File: src/rtl/fir_tap_sequencer.sv
// FIR tap sequencer: walks taps k=0..NUM_TAPS-1 for each output n, drives h/x memory addresses and MAC control.
// Latency: acc_* flags MEM_LATENCY cycles after R_en; y_valid a further MAC_LATENCY cycles later.
// Backpressure: hold freezes address issue (bubbles flow down the pipeline); DRAIN ignores hold.
module fir_tap_sequencer #(
  parameter int ADDR_WIDTH      = 4,
  parameter int DATA_ADDR_WIDTH = 6,
  parameter int MEM_LATENCY     = 1,
  parameter int MAC_LATENCY     = 3
) (
  input  logic                       clk,
  input  logic                       rst_n,
  input  logic                       start,
  input  logic                       hold,
  output logic [ADDR_WIDTH-1:0]      h_addr,
  output logic [DATA_ADDR_WIDTH-1:0] x_addr,
  output logic                       R_en,
  output logic                       acc_en,
  output logic                       acc_clr,
  output logic                       x_zero,
  output logic                       y_valid,
  output logic [DATA_ADDR_WIDTH-1:0] y_idx,
  output logic                       busy,
  output logic                       done
);

  localparam int NUM_TAPS     = 1 << ADDR_WIDTH;
  localparam int NUM_SAMPLES  = 1 << DATA_ADDR_WIDTH;
  localparam int DRAIN_CYCLES = MEM_LATENCY + MAC_LATENCY;
  localparam int CW           = $clog2(DRAIN_CYCLES + 1);

  localparam logic [ADDR_WIDTH-1:0]      K_LAST   = ADDR_WIDTH'(NUM_TAPS - 1);
  localparam logic [DATA_ADDR_WIDTH-1:0] N_LAST   = DATA_ADDR_WIDTH'(NUM_SAMPLES - 1);
  localparam logic [CW-1:0]              CNT_LAST = CW'(DRAIN_CYCLES - 1);

  typedef enum logic [1:0] {
    S_IDLE  = 2'd0,
    S_RUN   = 2'd1,
    S_DRAIN = 2'd2,
    S_DONE  = 2'd3
  } state_t;

  state_t                     state_q, state_d;
  logic [ADDR_WIDTH-1:0]      k_q, k_d;
  logic [DATA_ADDR_WIDTH-1:0] n_q, n_d;
  logic [CW-1:0]              cnt_q, cnt_d;

  logic                       issue;
  logic                       n_ge_k;
  logic [DATA_ADDR_WIDTH-1:0] k_ext;

  // Issue-side pipeline (memory read latency) and result-side pipeline (MAC latency).
  logic                       mem_vld_q   [MEM_LATENCY];
  logic                       mem_first_q [MEM_LATENCY];
  logic                       mem_zero_q  [MEM_LATENCY];
  logic                       mem_last_q  [MEM_LATENCY];
  logic [DATA_ADDR_WIDTH-1:0] mem_n_q     [MEM_LATENCY];
  logic                       mac_vld_q   [MAC_LATENCY];
  logic [DATA_ADDR_WIDTH-1:0] mac_n_q     [MAC_LATENCY];

  // Control state and tap/sample counters.
  always_ff @(posedge clk) begin
    if (!rst_n) begin
      state_q <= S_IDLE;
      k_q     <= '0;
      n_q     <= '0;
      cnt_q   <= '0;
    end else begin
      state_q <= state_d;
      k_q     <= k_d;
      n_q     <= n_d;
      cnt_q   <= cnt_d;
    end
  end

  // Next-state logic: one tap per un-held RUN cycle, then a fixed drain for in-flight work.
  always_comb begin
    state_d = state_q;
    k_d     = k_q;
    n_d     = n_q;
    cnt_d   = cnt_q;
    issue   = 1'b0;
    busy    = 1'b0;
    done    = 1'b0;
    case (state_q)
      S_IDLE: begin
        if (start) begin
          state_d = S_RUN;
          k_d     = '0;
          n_d     = '0;
          cnt_d   = '0;
        end
      end
      S_RUN: begin
        busy = 1'b1;
        if (!hold) begin
          issue = 1'b1;
          if (k_q == K_LAST) begin
            k_d = '0;
            if (n_q == N_LAST) begin
              n_d     = '0;
              cnt_d   = '0;
              state_d = S_DRAIN;
            end else begin
              n_d = n_q + 1'b1;
            end
          end else begin
            k_d = k_q + 1'b1;
          end
        end
      end
      S_DRAIN: begin
        busy = 1'b1;
        if (cnt_q == CNT_LAST) begin
          state_d = S_DONE;
        end else begin
          cnt_d = cnt_q + 1'b1;
        end
      end
      S_DONE: begin
        done    = 1'b1;
        state_d = S_IDLE;
      end
      default: state_d = S_IDLE;
    endcase
  end

  // Address generation: taps reaching before x[0] read address 0 and are flagged as zero.
  always_comb begin
    k_ext  = DATA_ADDR_WIDTH'(k_q);
    n_ge_k = (n_q >= k_ext);
    h_addr = k_q;
    x_addr = n_ge_k ? (n_q - k_ext) : '0;
    R_en   = issue;
  end

  // Flag pipelines; every flag is qualified by issue so bubbles travel as all-zero.
  always_ff @(posedge clk) begin
    if (!rst_n) begin
      for (int i = 0; i < MEM_LATENCY; i++) begin
        mem_vld_q[i]   <= 1'b0;
        mem_first_q[i] <= 1'b0;
        mem_zero_q[i]  <= 1'b0;
        mem_last_q[i]  <= 1'b0;
        mem_n_q[i]     <= '0;
      end
      for (int i = 0; i < MAC_LATENCY; i++) begin
        mac_vld_q[i] <= 1'b0;
        mac_n_q[i]   <= '0;
      end
    end else begin
      mem_vld_q[0]   <= issue;
      mem_first_q[0] <= issue && (k_q == '0);
      mem_zero_q[0]  <= issue && !n_ge_k;
      mem_last_q[0]  <= issue && (k_q == K_LAST);
      mem_n_q[0]     <= issue ? n_q : '0;
      for (int i = 1; i < MEM_LATENCY; i++) begin
        mem_vld_q[i]   <= mem_vld_q[i-1];
        mem_first_q[i] <= mem_first_q[i-1];
        mem_zero_q[i]  <= mem_zero_q[i-1];
        mem_last_q[i]  <= mem_last_q[i-1];
        mem_n_q[i]     <= mem_n_q[i-1];
      end
      mac_vld_q[0] <= mem_vld_q[MEM_LATENCY-1] && mem_last_q[MEM_LATENCY-1];
      mac_n_q[0]   <= mem_last_q[MEM_LATENCY-1] ? mem_n_q[MEM_LATENCY-1] : '0;
      for (int i = 1; i < MAC_LATENCY; i++) begin
        mac_vld_q[i] <= mac_vld_q[i-1];
        mac_n_q[i]   <= mac_n_q[i-1];
      end
    end
  end

  // Data-aligned MAC controls and final-result strobe.
  always_comb begin
    acc_en  = mem_vld_q[MEM_LATENCY-1];
    acc_clr = mem_vld_q[MEM_LATENCY-1] && mem_first_q[MEM_LATENCY-1];
    x_zero  = mem_zero_q[MEM_LATENCY-1];
    y_valid = mac_vld_q[MAC_LATENCY-1];
    y_idx   = mac_n_q[MAC_LATENCY-1];
  end

endmodule

File: config.mk
export PLATFORM = sky130hd
export DESIGN_NAME = fir_tap_sequencer
export DESIGN_NICKNAME = d
export VERILOG_FILES = /design/src/rtl/fir_tap_sequencer.sv
export SDC_FILE = /design/constraint.sdc
export NUM_CORES = 1
export LEC_CHECK = 0
export CAP_MARGIN = 5
export CORE_MARGIN = 4
export CORE_UTILIZATION = 58
export DETAILED_ROUTE_END_ITERATION = 7
export DONT_BUFFER_PORTS = 1
export PLACE_DENSITY = 0.81
export SLEW_MARGIN = 20
export SYNTH_ARGS = -nofsm -noshare
export SYNTH_HDL_FRONTEND = slang
export SYNTH_SLANG_ARGS = --single-unit
File: constraint.sdc
create_clock -name clk -period 2.7 [get_ports clk]
set_input_delay 0.135 -clock clk [delete_from_list [all_inputs] [get_ports clk]]
set_output_delay 0.135 -clock clk [all_outputs]
set_load 0.005 [all_outputs]
Yosys cells after proc, flatten, opt, wreduce, memory -nomap -nowiden:

Memory sizes are Yosys's and may differ from the RTL's.
Cells that the tools add are included.
Widths: inputs -> output; s select.

* multiplexer cells: 46
* reduce and logical (&&, ||, !) cells: 20
* divide/modulo/power cells: 0
* $lt $le $gt $ge: 1
* add/subtract/negate cells: 4
* multipliers: 0
* shift-type cells: 0
* eq/ne operators: 12
* bitwise logic cells: 6

Operators by type and width (number)
* $mux 6: 11
* $mux 1: 18
* $mux 3: 5
* $mux 4: 3
* $ne 2x2->1 const B: 6
* $pmux 6 s2: 1
* $mux 2: 5
* $pmux 3 s3: 1
* $pmux 2 s4: 1
* $pmux 4 s2: 1
* $add 6x1->6 const B: 1
* $eq 6x6->1 const B: 1
* $ge 6x4->1: 1
* $or 1x1->1: 6
* $reduce_and 6->1: 1
* $reduce_or 6->1: 1
* $sub 6x4->6: 1
* $logic_and 1x1->1: 5
* $reduce_and 5->1: 1
* $add 4x1->4 const B: 1
* $eq 2x2->1 const B: 2
* $eq 4x4->1 const B: 1
* $logic_not 4->1: 1
* $reduce_and 4->1: 1
* other kinds (10): 13

* ROM bits: 0
* memories kept: 7
* latch bits: 0
* memory bits (writable): 31
* register bits: 15
* logic and storage cells: 100
* output and inout port bits: 23
* bits of input ports: 4

Memory list
* mac_n_q: depth 3, bits a word 6, read ports 3, clocked after memory_dff 0, wr ports 3, line 58 `logic [DATA_ADDR_WIDTH-1:0] mac_n_q [MAC_LATENCY];`
* mem_n_q: depth 1, bits a word 6, read ports 1, clocked after memory_dff 0, wr ports 1, line 56 `logic [DATA_ADDR_WIDTH-1:0] mem_n_q [MEM_LATENCY];`
* mac_vld_q: depth 3, bits a word 1, read ports 3, clocked after memory_dff 0, wr ports 3, line 57 `logic mac_vld_q [MAC_LATENCY];`
* mem_first_q: depth 1, bits a word 1, read ports 1, clocked after memory_dff 0, wr ports 1, line 53 `logic mem_first_q [MEM_LATENCY];`
* mem_last_q: depth 1, bits a word 1, read ports 1, clocked after memory_dff 0, wr ports 1, line 55 `logic mem_last_q [MEM_LATENCY];`
* mem_vld_q: depth 1, bits a word 1, read ports 1, clocked after memory_dff 0, wr ports 1, line 52 `logic mem_vld_q [MEM_LATENCY];`
* +1 memories

Logic depth before layout (Yosys ltp):

Gate-level depths: netlist of run 1.

* depth in word-level cells: 5
* mapped depth: 9
* depth with buffers taken out: 9

Least setup slack after synthesis of run 1:

Ideal clock, no wire load.

* kind: reg-to-output
* from: reg k_q[0], in the netlist h_addr[0]
* to: out x_addr[5]
* cell stages (with the launch flop): 9
* path slack: 757 ps
* buffers on the path: 0
* required time: 2565 ps
* arrival: 1808 ps
* cells stage by stage: dfxtp_1 > ha_1 > inv_1 > fa_1 > a21o_1 > a21oi_1 > and2_1 > nor2_1 > mux2_2

* longest elaborated chain between the ends: 2
* elaborated cells between the ends (all ways): 3
* classes of those cells: 1 x add/sub; 1 x order compare; 1 x mux

RTL lines
* from (decl): line 43 `logic [ADDR_WIDTH-1:0] k_q, k_d;`
* from (signal assigned): line 69 `k_q <= k_d;`
* $sub 6x4->6 / $ge 6x4->1 (equally long branches): line 132, 130
* $mux 6 *: line 132 `x_addr = n_ge_k ? (n_q - k_ext) : '0;`
* to (decl): line 15 `output logic [DATA_ADDR_WIDTH-1:0] x_addr,`

Every way passes the cells marked *; elsewhere a longest branch is shown, timed or not.

Worst setup path after layout of run 1:

* from: reg n_q[0]
* to: out x_addr[5]

* longest elaborated chain between the ends: 2
* elaborated cells between the ends (all ways): 3
* classes of those cells: 1 x add/sub; 1 x order compare; 1 x mux

RTL lines
* from (decl): line 44 `logic [DATA_ADDR_WIDTH-1:0] n_q, n_d;`
* from (signal assigned): line 70 `n_q <= n_d;`
* $sub 6x4->6 / $ge 6x4->1 (equally long branches): line 132, 130
* $mux 6 *: line 132

Marks and branches as above.

==> summary.md, run 1 <==
| Metric | Value |
|---|---|
| Outcome | complete, no violations |
| Global routing met1 resource utilization | 19.9% |
| Mapped Area | 2020 sq um |
| Count of unique library cells instantiated by Yosys | 44 |
| Power per Cell Area | around 830 nW/um^2 |
| RSZ-0062 raised after global routing | false |
| DRC Markers | 0 |
| Count of warnings emitted by yosys | 0 |
| Ratio of cells with drive above 1 in the final layout | 9.45% |
| Num rows | 21 |
| Number of nets in the synthesized netlist | approximately 220 |
| Sink count of the clock tree | 46 |
| Slew Limit Fails | 0 |
| Post-CTS setup-driven buffer insertion count | 0 |
| Final Hold Fails | 0 |
| Detailed-route wire length | 3.53 mm |
| Most frequent cells in the layout | 45 x sky130_fd_sc_hd__dfxtp_1, 19 x sky130_fd_sc_hd__and2_1, 14 x sky130_fd_sc_hd__nor2_1 |
| CORE AREA | about 3400 sq um |
| Hold Path Class | input port to flip-flop |
| Clk_skew | 0.0113 ns |
| Via-to-Cell Ratio | 5.51 |
| Num CTS Buffers | 5 |
| Total via count after detailed routing | around 1400 |
| Wire length per cell after detailed routing | 14.3 microns |
| Flip-flop and latch count after synthesis | 46 |
| Layout overhead on the synthesized area | 3.52% |
| Fillers | ~300 |
| Clock latency on the worst-skew pair | 0.35 ns |
| Met3 track demand over resource in global routing | under 10% |
| Minimum period implied by the final worst setup slack | approximately 2.5 ns |
| Instance area after placement | 2010 sq um |
| M2 GR Usage | 30.3% |
| Number of port buffers | 0 |
| Post-DRT Antenna Nets | 0 |
| Kind of capture point of the worst setup path | output pin |
| CTS tree | done |
| Total iterations of the first detailed-routing run | 4 |
| Arrival @ worst endpoint | 2.38 ns |
| Vias in the first global route | between 1000 and 1500 |
| Top_reg_cell synth | sky130_fd_sc_hd__dfxtp_1 |
| Worst Path Class, Setup | flip-flop to output pin |
| Proportion of synthesized chip area in sequential cells | a little under half |
| I/O Pins | 27 |
| Post-layout nets | 218 |
| Chip height | around 67 microns |
| Deepest level of the CTS H-tree | 2 |
| Worst EP required | roughly 2.6 ns |
| Largest driver fanout on the critical path | 6 |
| Mean cell area of the mapped netlist | 9.97 sq um |
| Detailed placer's ending HPWL | 2.58 mm |
| Count of flip-flops with a built-in enable after synthesis | 0 |
| Fraction of the cycle the final worst path needs | 93.1% |
| Area enclosed by the die boundary | 4500 sq um |
| Antenna violations before repair | 0 |
| Gr busiest metal | met2 |
| Overall global routing resource usage | 18.3% |
| Post-route design area | 2100 sq um |
| Async set or reset register ratio after synthesis | 0% |
| Placer Congestion | 0.873 |
| Initial standard-cell utilization of the core | roughly three fifths |
| Total Neg Setup Slack | 0 ns |
| Wire length of the first global-routing pass | 6.11 mm |
| Width of the die | 67.1 microns |
| Clock-pin slew on the worst setup and hold paths | 0.13 ns |
| Largest net degree at the start of global routing | 42 |
| Number of maximum-capacitance violations | 0 |
| Setup violators final | 0 |
| Leakage power | 0.871 nW |
| Number of inserted diodes | 0 |
| Least-Margin Pin Slew | 0.555 ns |
| Max frequency | 398 MHz |
| Relative max-transition margin | 63.0% |
| Number of DRC violations after detailed-routing iteration 0 | a little under 50 |
| Element type at the critical path start | flip-flop |
| Highest ir drop seen on vdd | a little under 0.0007 V |
| Overflow after GRT | 0 |
| Maximum buffer depth of the clock tree | 2 |
| Most common cell after layout, fill and taps aside | sky130_fd_sc_hd__dfxtp_1 |
| Number of instances in the synthesized netlist | 203 |
| Clock root buffer master | sky130_fd_sc_hd__clkbuf_4 |
==> path summary, 6_finish.rpt <==
| check | start | end | slack (ns) | cells past startpoint |
|---|---|---|---|---|
| setup reg to reg | n_q[0] | mem_zero_q[0] | 0.60 | 9 |
| hold reg to reg | mac_n_q[0][10] | mac_n_q[0][16] | 0.45 | 1 |
| setup / recovery | n_q[0] | x_addr[5] | 0.19 | 9 |
| hold / removal | start | h_addr[1] | 0.03 | 3 |
==> cell usage after synthesis, types with 4 or more instances <==
cell / count / area [sq um]
sky130_fd_sc_hd__dfxtp_1: 46 / 921
sky130_fd_sc_hd__and2_1: 19 / 119
sky130_fd_sc_hd__nor2_1: 14 / 52.6
sky130_fd_sc_hd__and3_1: 13 / 81.3
sky130_fd_sc_hd__ha_1: 13 / 163
sky130_fd_sc_hd__nand2_1: 13 / 48.8
sky130_fd_sc_hd__inv_1: 12 / 45.0
sky130_fd_sc_hd__buf_4: 7 / 52.6
sky130_fd_sc_hd__a21boi_0: 4 / 30.0
sky130_fd_sc_hd__a21o_1: 4 / 30.0
sky130_fd_sc_hd__clkbuf_1: 4 / 15.0
sky130_fd_sc_hd__nand3_1: 4 / 20.0
sky130_fd_sc_hd__nand4_1: 4 / 25.0
==> logic make-up (layout without fill, tap and decap cells) <==
logic type / count (synthesis) / count (layout) / share of synthesized area, %
adders and majority gates: 14 / 14 / 9.02
DFF: 46 / 46 / 45.5
AOI/OAI and AO/OA: 23 / 23 / 10.1
and+or+nand+nor: 86 / 86 / 24.7
buffers and inverters: 24 / 22 / 6.12
xor gates and xnor gates: 6 / 6 / 2.60
muxes: 4 / 4 / 2.04
==> metal layers <==
layer  part of all wire (%)  vias up  wire, microns
li1                       -      675              -
met1                     40      629           1430
met2                     50       43           1770
met3                    5.9       13            207
met4                    3.8        0            133
met5                      0        -              0
==> state kept, by name, summed over array words and instances, names as in the netlist <==
signal,count
mac_n_q,18
mem_n_q,6
n_q,6
h_addr,4
cnt_q,3
mac_vld_q,3
state_q,2
mem_first_q,1
mem_last_q,1
mem_vld_q,1
mem_zero_q,1
==> worst max-delay path: stages, from the launching register on <==
cell                      delay, ns
sky130_fd_sc_hd__dfxtp_1       0.38
sky130_fd_sc_hd__inv_1         0.11
sky130_fd_sc_hd__ha_1          0.15
sky130_fd_sc_hd__inv_1         0.07
sky130_fd_sc_hd__fa_1          0.43
sky130_fd_sc_hd__a21o_1        0.19
sky130_fd_sc_hd__a21oi_1       0.20
sky130_fd_sc_hd__and2_1        0.17
sky130_fd_sc_hd__nor2_1        0.04
sky130_fd_sc_hd__mux2_2        0.28
==> repair_timing <==
action	4_1_cts	5_1_grt
resized for setup	0	1
setup endpoints to repair	0	5
hold buffers	1	0
hold endpoints to repair	43	0
==> layout make-up <==
cell class              instances  area, sq um  area share (%)
repair buffers                  2         12.5           0.597
well taps                      46         57.6            2.75
inverters                      12         45.0            2.15
multi-input cells             133          980            46.7
clock buffers                   6         41.3            1.97
flip-flops and latches         46          922            44.0
clock inverters                 2         37.5            1.79
==> stage by stage <==
stage / hold WS [ns] / util, % / setup slack (ns) / power (W) / instances
2_1_floorplan: 0.288 / - / 0.757 / 0.00126 / 203
3_3_place_gp: 0.263 / 59.8 / 0.673 / 0.00131 / 238
3_5_place_dp: 0.264 / 59.8 / 0.556 / 0.00134 / 238
4_1_cts: 0.0295 / 62.4 / 0.138 / 0.00175 / 247
5_1_grt: 0.0281 / 62.3 / 0.0521 / 0.00186 / 247
6_report: 0.0296 / 62.3 / 0.186 / 0.00174 / 247
==> power by group <==
| group | switching (W) | internal, W | leakage (nW) | total (W) |
|---|---|---|---|---|
| clock | 0.000211 | 0.000195 | 0.0385 | 0.000406 |
| sequential | 0.0000299 | 0.000708 | 0.371 | 0.000738 |
| combinational | 0.000353 | 0.000246 | 0.462 | 0.000600 |
No activity file was read; power rests on OpenSTA's default activity.
==> run 2: changes to the inputs <==
CTS_BUF_LIST = sky130_fd_sc_hd__clkbuf_8 sky130_fd_sc_hd__clkbuf_16   (was not set)
==> run 2 against run 1 <==
  * Flip-flop and latch count unchanged
  * Worst setup slack improved by 0.019 ns
  * Sequential share of layout area is 1.2 points lower
  * Count of clock-buffer cells in the layout decreased by 1
  * Clock skew decreased by 0.0053 ns
  * Combinational power is 1% higher
  * Non-clock buffer count increased by 2
  * Power increased by 5.2%
  * Cell count grew 0.81%
  * Maximum frequency is 0.76% higher
  * First-iteration DRC count rose by 63%
  * Critical path type unchanged
  * Largest cell class unchanged
  * Highest routed layer unchanged
==> summary.md, run 2 (synthesis results as in run 1) <==
| Metric | Value |
|---|---|
| Deepest level of the CTS H-tree | 2 (unchanged) |
| Kind of capture point of the worst setup path | output pin |
| Via-to-Cell Ratio | 5.63 (+2.2%) |
| Detailed-route wire length | 3.78 mm (+7.0%) |
| Number of DRC violations after detailed-routing iteration 0 | 80 (+63%) |
| Total Neg Setup Slack | 0 ns (unchanged) |
| Ratio of cells with drive above 1 in the final layout | 8.37% (-1.1 points) |
| Worst Path Class, Setup | flip-flop to output pin |
| Vias in the first global route | 1409 (+2.2%) |
| Most frequent cells in the layout | 46 x sky130_fd_sc_hd__dfxtp_1, 19 x sky130_fd_sc_hd__and2_1, 14 x sky130_fd_sc_hd__nor2_1 |
| Post-DRT Antenna Nets | 0 (unchanged) |
| Clock-pin slew on the worst setup and hold paths | 0.08 ns (-0.05 ns) |
| Post-placement worst setup slack | 0.556 ns (unchanged) |
| Width of the die | 67.1 microns (unchanged) |
| Wire length per cell after detailed routing | 15.2 microns (+6.2%) |
| Crit-path max cell delay | 0.47 ns (+0.04 ns) |
| Largest net degree at the start of global routing | 36 (-14%) |
| Number of resized instances in the post-cts repair step | 0 (unchanged) |
| Initial standard-cell utilization of the core | 60.2% (unchanged) |
| Reg with most FFs | mac_n_q |
| Sink count of the clock tree | 46 (unchanged) |
| Post-layout nets | 220 (+0.92%) |
| Power per Cell Area | 853 nW/um^2 (+2.5%) |
| Cell family with most CP delay | adder cells |
| Critical-path cell list | ha_1, inv_1, fa_1, a21o_1, a21oi_1, and2_1, nor2_1, mux2_2 |
| Wire length of the first global-routing pass | 6.35 mm (+3.8%) |
| Slack of the critical path | 0.205 ns (+0.0191 ns) |
| Post-CTS setup-driven buffer insertion count | 0 (unchanged) |
| Leakage power | 0.897 nW (+2.9%) |
| Worst EP required | 2.57 ns (about the same) |
| Most common cell after layout, fill and taps aside | sky130_fd_sc_hd__dfxtp_1 |
| Max FFs per register | 18 (unchanged) |
| CP Buf/Inv Count | 1 (-1) |
| Arrival @ worst endpoint | 2.36 ns (-0.02 ns) |
| Antenna violations before repair | 0 (unchanged) |
| Area enclosed by the die boundary | 4500 sq um (unchanged) |
| Least-Margin Pin Slew | 0.946 ns (+0.390 ns) |
| Overall global routing resource usage | 19.1% (+0.81 points) |
| Fraction of the cycle the final worst path needs | 92.4% (-0.71 points) |
| Placer Congestion | 0.873 (unchanged) |
| Fillers | 286 (-3.7%) |
| Clk_skew | 0.00600 ns (-0.00529 ns) |
| I/O Pins | 27 (unchanged) |
| CTS tree | done |
| RSZ-0062 raised after global routing | false |
| Slew Limit Fails | 0 (unchanged) |
| Total iterations of the first detailed-routing run | 4 (unchanged) |
| Register cell area after layout | 921 sq um (-0.14%) |
| Final Hold Fails | 0 (unchanged) |
| Number of maximum-capacitance violations | 0 (unchanged) |
| Clock latency on the worst-skew pair | 0.29 ns (-0.06 ns) |
| Hold Path Class | input port to flip-flop |
| Max frequency | 401 MHz (+0.76%) |
| Clock root buffer master | sky130_fd_sc_hd__clkbuf_8 |
| Relative max-transition margin | 36.8% (-26 points) |
| Num CTS Buffers | 5 (unchanged) |
| Number of inserted diodes | 0 (unchanged) |
| DRC Markers | 0 (unchanged) |
| Total via count after detailed routing | 1401 (+3.0%) |
| Layout overhead on the synthesized area | 6.24% |
| Num rows | 21 (unchanged) |
| Element type at the critical path start | flip-flop |
| Overflow after GRT | 0 (unchanged) |
| Minimum period implied by the final worst setup slack | 2.50 ns (-0.0191 ns) |
| Largest driver fanout on the critical path | 7 (+1) |
| Highest ir drop seen on vdd | 0.000679 V (+0.13%) |
| Setup violators final | 0 (unchanged) |
| Detailed placer's ending HPWL | 2.58 mm (unchanged) |
| Outcome | complete, no violations |
| Maximum buffer depth of the clock tree | 2 (unchanged) |
| Chip height | 67.1 microns (unchanged) |
| CORE AREA | 3360 sq um (unchanged) |
| Largest registers | mac_n_q (18), mem_n_q (6), n_q (6) |
| CP max stage cell | sky130_fd_sc_hd__dfxtp_1 |
| Number of port buffers | 0 (unchanged) |
| Multi-input gate area | 980 sq um (unchanged) |
## run 2: repair_timing
item | CTS | global route
endpoints found under the setup margin | 0 | 0
hold buffers | 2 | 1
endpoints found under the hold margin | 34 | 1
## run 2: cell type report
cell class / instances / share of cell area, %
Sequential cell: 46 / 42.8
Clock inverter: 3 / 1.92
Multi-Input combinational cell: 133 / 45.5
Inverter: 12 / 2.09
Clock buffer: 5 / 3.20
Tap cell: 46 / 2.68
Timing Repair Buffer: 4 / 1.75
## run 2: power breakdown
group,internal [W],leakage (nW),switching (W)
Sequential,0.000707,0.371,0.0000310
Clock,0.000272,0.0556,0.000219
Combinational,0.000249,0.470,0.000357
Total,0.00123,0.897,0.000607
## run 2: path summary, 6_finish.rpt
path	start	to	slack [ns]	cells past startpoint
max reg2reg	h_addr[0]	mem_zero_q[0]	0.56	8
min	rst_n	cnt_q[2]	0.04	2
max	h_addr[0]	x_addr[5]	0.20	8
min reg2reg	mac_n_q[0][10]	mac_n_q[0][16]	0.44	1
## run 2: layer usage
metal	wire [microns]	GRT usage (%)
met5	0	0
met1	1490	20.1
met3	224	5.90
met2	1880	32.3
met4	184	12.7
## run 2: per-stage QoR
step / power [W] / utilization [%] / std cells / cell area, sq um / hold slack [ns]
final: 0.00183 / 64.0 / 249 / 2150 / 0.0399
after global routing: 0.00195 / 64.0 / 249 / 2150 / 0.0502
after CTS: 0.00184 / 63.7 / 248 / 2140 / 0.00297
after detailed placement: 0.00134 / 59.8 / 238 / 2010 / 0.264
after global placement: 0.00131 / 59.8 / 238 / 2010 / 0.263
after floorplan: 0.00126 / - / 203 / 2020 / 0.288
==> run 3: changes to the inputs <==
CORE_UTILIZATION = 35   (was 58)
PLACE_DENSITY = 0.56   (was 0.81)
clock period = 2.6 ns   (was 2.7 ns; I/O delays follow)
==> run 3 against run 2 <==
  * Register-to-register slack hardly changed
  * Cell count is 10% higher
  * Non-clock buffer count is 1 lower
  * Sequential power is 3.1% higher
  * Via count is 5.4% lower
  * Critical path depth is 2 lower
  * Global-route usage is 8.6 points lower
  * Cell area is 0.41% lower
  * Clock power is 14% lower
  * Largest cell class unchanged
  * Largest power group unchanged
==> summary.md, run 3 (synthesis results as in run 1) <==
| Metric | Value |
|---|---|
| Post-placement worst setup slack | 0.549 ns (-0.00639 ns) |
| Fraction of the cycle the final worst path needs | between 90% and 100% |
| Top routing layer in use | met4 |
| Wire length of the first global-routing pass | 6.14 mm (-3.3%) |
| Internal power contribution | 0.00118 W (-4.1%) |
| Post-layout nets | 219 (-0.45%) |
| Kind of capture point of the worst setup path | output pin |
| Hold Path Class | input port to flip-flop |
| Clock latency on the worst-skew pair | 0.29 ns (about the same) |
| Number of port buffers | 0 (unchanged) |
| Number of maximum-capacitance violations | 0 (unchanged) |
| Width of the die | 84.1 microns (+25%) |
| I/O Pins | 27 (unchanged) |
| Post-CTS setup-driven buffer insertion count | 0 (unchanged) |
| WL met3 | 162 microns (-28%) |
| Number of DRC violations after detailed-routing iteration 0 | 49 (-39%) |
| Placer Congestion | 0.798 (-8.6%) |
| Leakage power | 0.887 nW (-1.1%) |
| Vias in the first global route | 1338 (-5.0%) |
| Most frequent cells in the layout | 46 x sky130_fd_sc_hd__dfxtp_1, 19 x sky130_fd_sc_hd__and2_1, 14 x sky130_fd_sc_hd__nor2_1 |
| Detailed-route wire length | 3.47 mm (-8.2%) |
| Post-DRT Antenna Nets | 0 (unchanged) |
| Fillers | 556 (+94%) |
| Num rows | 27 (+29%) |
| Reported net switching power | 0.000626 W (+3.1%) |
| Max frequency | 424 MHz |
| Switch share | 34.7% (+1.6 points) |
| Overall global routing resource usage | 10.5% (-8.6 points) |
| Highest ir drop seen on vdd | 0.000557 V (-18%) |
| Least-Margin Pin Slew | 0.576 ns (-0.370 ns) |
| Share of total power in the clock network | 23.4% (-3.4 points) |
| Clk_skew | 0.00262 ns (-0.00338 ns) |
| Worst EP required | 2.47 ns (-0.10 ns) |
| Total Neg Setup Slack | 0 ns (unchanged) |
| Power per Cell Area | 842 nW/um^2 (-1.3%) |
| CTS tree | done |
| Largest net degree at the start of global routing | 40 (+11%) |
| Outcome | complete, no violations |
| Clock-pin slew on the worst setup and hold paths | 0.08 ns (about the same) |
| Antenna violations before repair | 0 (unchanged) |
| Slack of the critical path | 0.241 ns (+0.0362 ns) |
| Detailed placer's ending HPWL | 2.44 mm (-5.1%) |
| Maximum buffer depth of the clock tree | 2 (unchanged) |
| Instance area after placement | 2050 sq um (+2.0%) |
| Arrival @ worst endpoint | 2.23 ns (-0.13 ns) |
| Number of resized instances in the post-cts repair step | 0 (unchanged) |
| Final cell count without fillers | 274 (+10%) |
| Max FFs per register | 18 (unchanged) |
| Initial standard-cell utilization of the core | 36.3% (-24 points) |
| Layout overhead on the synthesized area | 5.81% |
| Area enclosed by the die boundary | 7070 sq um (+57%) |
| Deepest level of the CTS H-tree | 2 (unchanged) |
| Largest driver fanout on the critical path | 5 (-2) |
| Overflow after GRT | 0 (unchanged) |
| Slew Limit Fails | 0 (unchanged) |
| Met2 layer wire length in the routed design | 1.54 mm (-18%) |
| Wire length per cell after detailed routing | 12.7 microns (-17%) |
| Number of inserted diodes | 0 (unchanged) |
| Relative max-transition margin | 61.6% (+25 points) |
| Total routed wire length on the met1 layer | 1.71 mm (+15%) |
| Ratio of cells with drive above 1 in the final layout | 9.41% (+1.0 points) |
| Total iterations of the first detailed-routing run | 4 (unchanged) |
| Setup violators final | 0 (unchanged) |
| Final design utilization | 38.4% (-26 points) |
| Via-to-Cell Ratio | 4.84 (-14%) |
| Clock root buffer master | sky130_fd_sc_hd__clkbuf_8 |
| Post-route design area | 2140 sq um (-0.41%) |
| DRC Markers | 0 (unchanged) |
| Reg with most FFs | mac_n_q |
| Most common cell after layout, fill and taps aside | sky130_fd_sc_hd__dfxtp_1 |
| Relative contribution of sequential cells to total power | 42.2% (+2.0 points) |
| Share of power burned in combinational logic | 34.4% (+1.4 points) |
| Largest registers | mac_n_q (18), mem_n_q (6), n_q (6) |
| Element type at the critical path start | flip-flop |
| Num CTS Buffers | 5 (unchanged) |
| Chip height | 84.1 microns (+25%) |
| Placed instance count | 265 (+11%) |
| Final Hold Fails | 0 (unchanged) |
| Worst Path Class, Setup | flip-flop to output pin |
| Minimum period implied by the final worst setup slack | 2.36 ns |
| Sink count of the clock tree | 46 (unchanged) |
| Total via count after detailed routing | 1326 (-5.4%) |
| CORE AREA | 5570 sq um (+66%) |
| RSZ-0062 raised after global routing | false |
run 3: area by class of cell:
| type | instances | area (sq um) | share of cell area [%] |
|---|---|---|---|
| multi-input cells | 133 | 980 | 45.7 |
| repair buffers | 3 | 20.0 | 0.935 |
| flip-flops and latches | 46 | 921 | 43.0 |
| clock buffers | 5 | 68.8 | 3.21 |
| inverters | 12 | 45.0 | 2.10 |
| well taps | 72 | 90.1 | 4.21 |
| clock inverters | 3 | 17.5 | 0.818 |
run 3: worst max-delay path, cell delays in order (launching register included):
cell and delay [ns]:
sky130_fd_sc_hd__dfxtp_1 0.43, sky130_fd_sc_hd__inv_1 0.15, sky130_fd_sc_hd__ha_1 0.34, sky130_fd_sc_hd__a21o_1 0.18
sky130_fd_sc_hd__a21o_1 0.20, sky130_fd_sc_hd__a211oi_1 0.26, sky130_fd_sc_hd__mux2_2 0.37
run 3: path summary, 6_finish.rpt:
kind,from,to,slack (ns),cells after the start
worst max-delay path,h_addr[1],x_addr[5],0.24,6
worst max register to register,n_q[0],mem_zero_q[0],0.57,9
worst min register to register,mac_n_q[0][3],mac_n_q[0][9],0.44,1
worst min-delay path,rst_n,n_q[5],0.008,2
run 3: metrics by stage:
stage	hold WS, ns	power (W)
global placement	0.259	0.00140
detailed placement	0.259	0.00140
floorplan	0.283	0.00131
global route	0.0276	0.00192
CTS	0.000208	0.00183
finish	0.00815	0.00180
run 3: power groups by stage:
stage	Clock [W]	Combinational, W	Sequential (W)
2_1_floorplan	0	0.000535	0.000774
3_3_place_gp	0	0.000627	0.000776
3_5_place_dp	0	0.000618	0.000778
4_1_cts	0.000441	0.000630	0.000762
5_1_grt	0.000463	0.000693	0.000765
6_report	0.000422	0.000621	0.000761
run 3: routing by layer:
metal | vias to the layer above | global-route usage [%]
li1 | 677 | -
met3 | 6 | 3.26
met4 | 0 | 4.39
met1 | 620 | 12.8
met5 | - | 0
met2 | 23 | 17.1
run 3: timing repair:
| action | in CTS | in global routing |
|---|---|---|
| hold buffers | 1 | 0 |
| endpoints found under the setup margin | 0 | 0 |
| endpoints found under the hold margin | 37 | 0 |
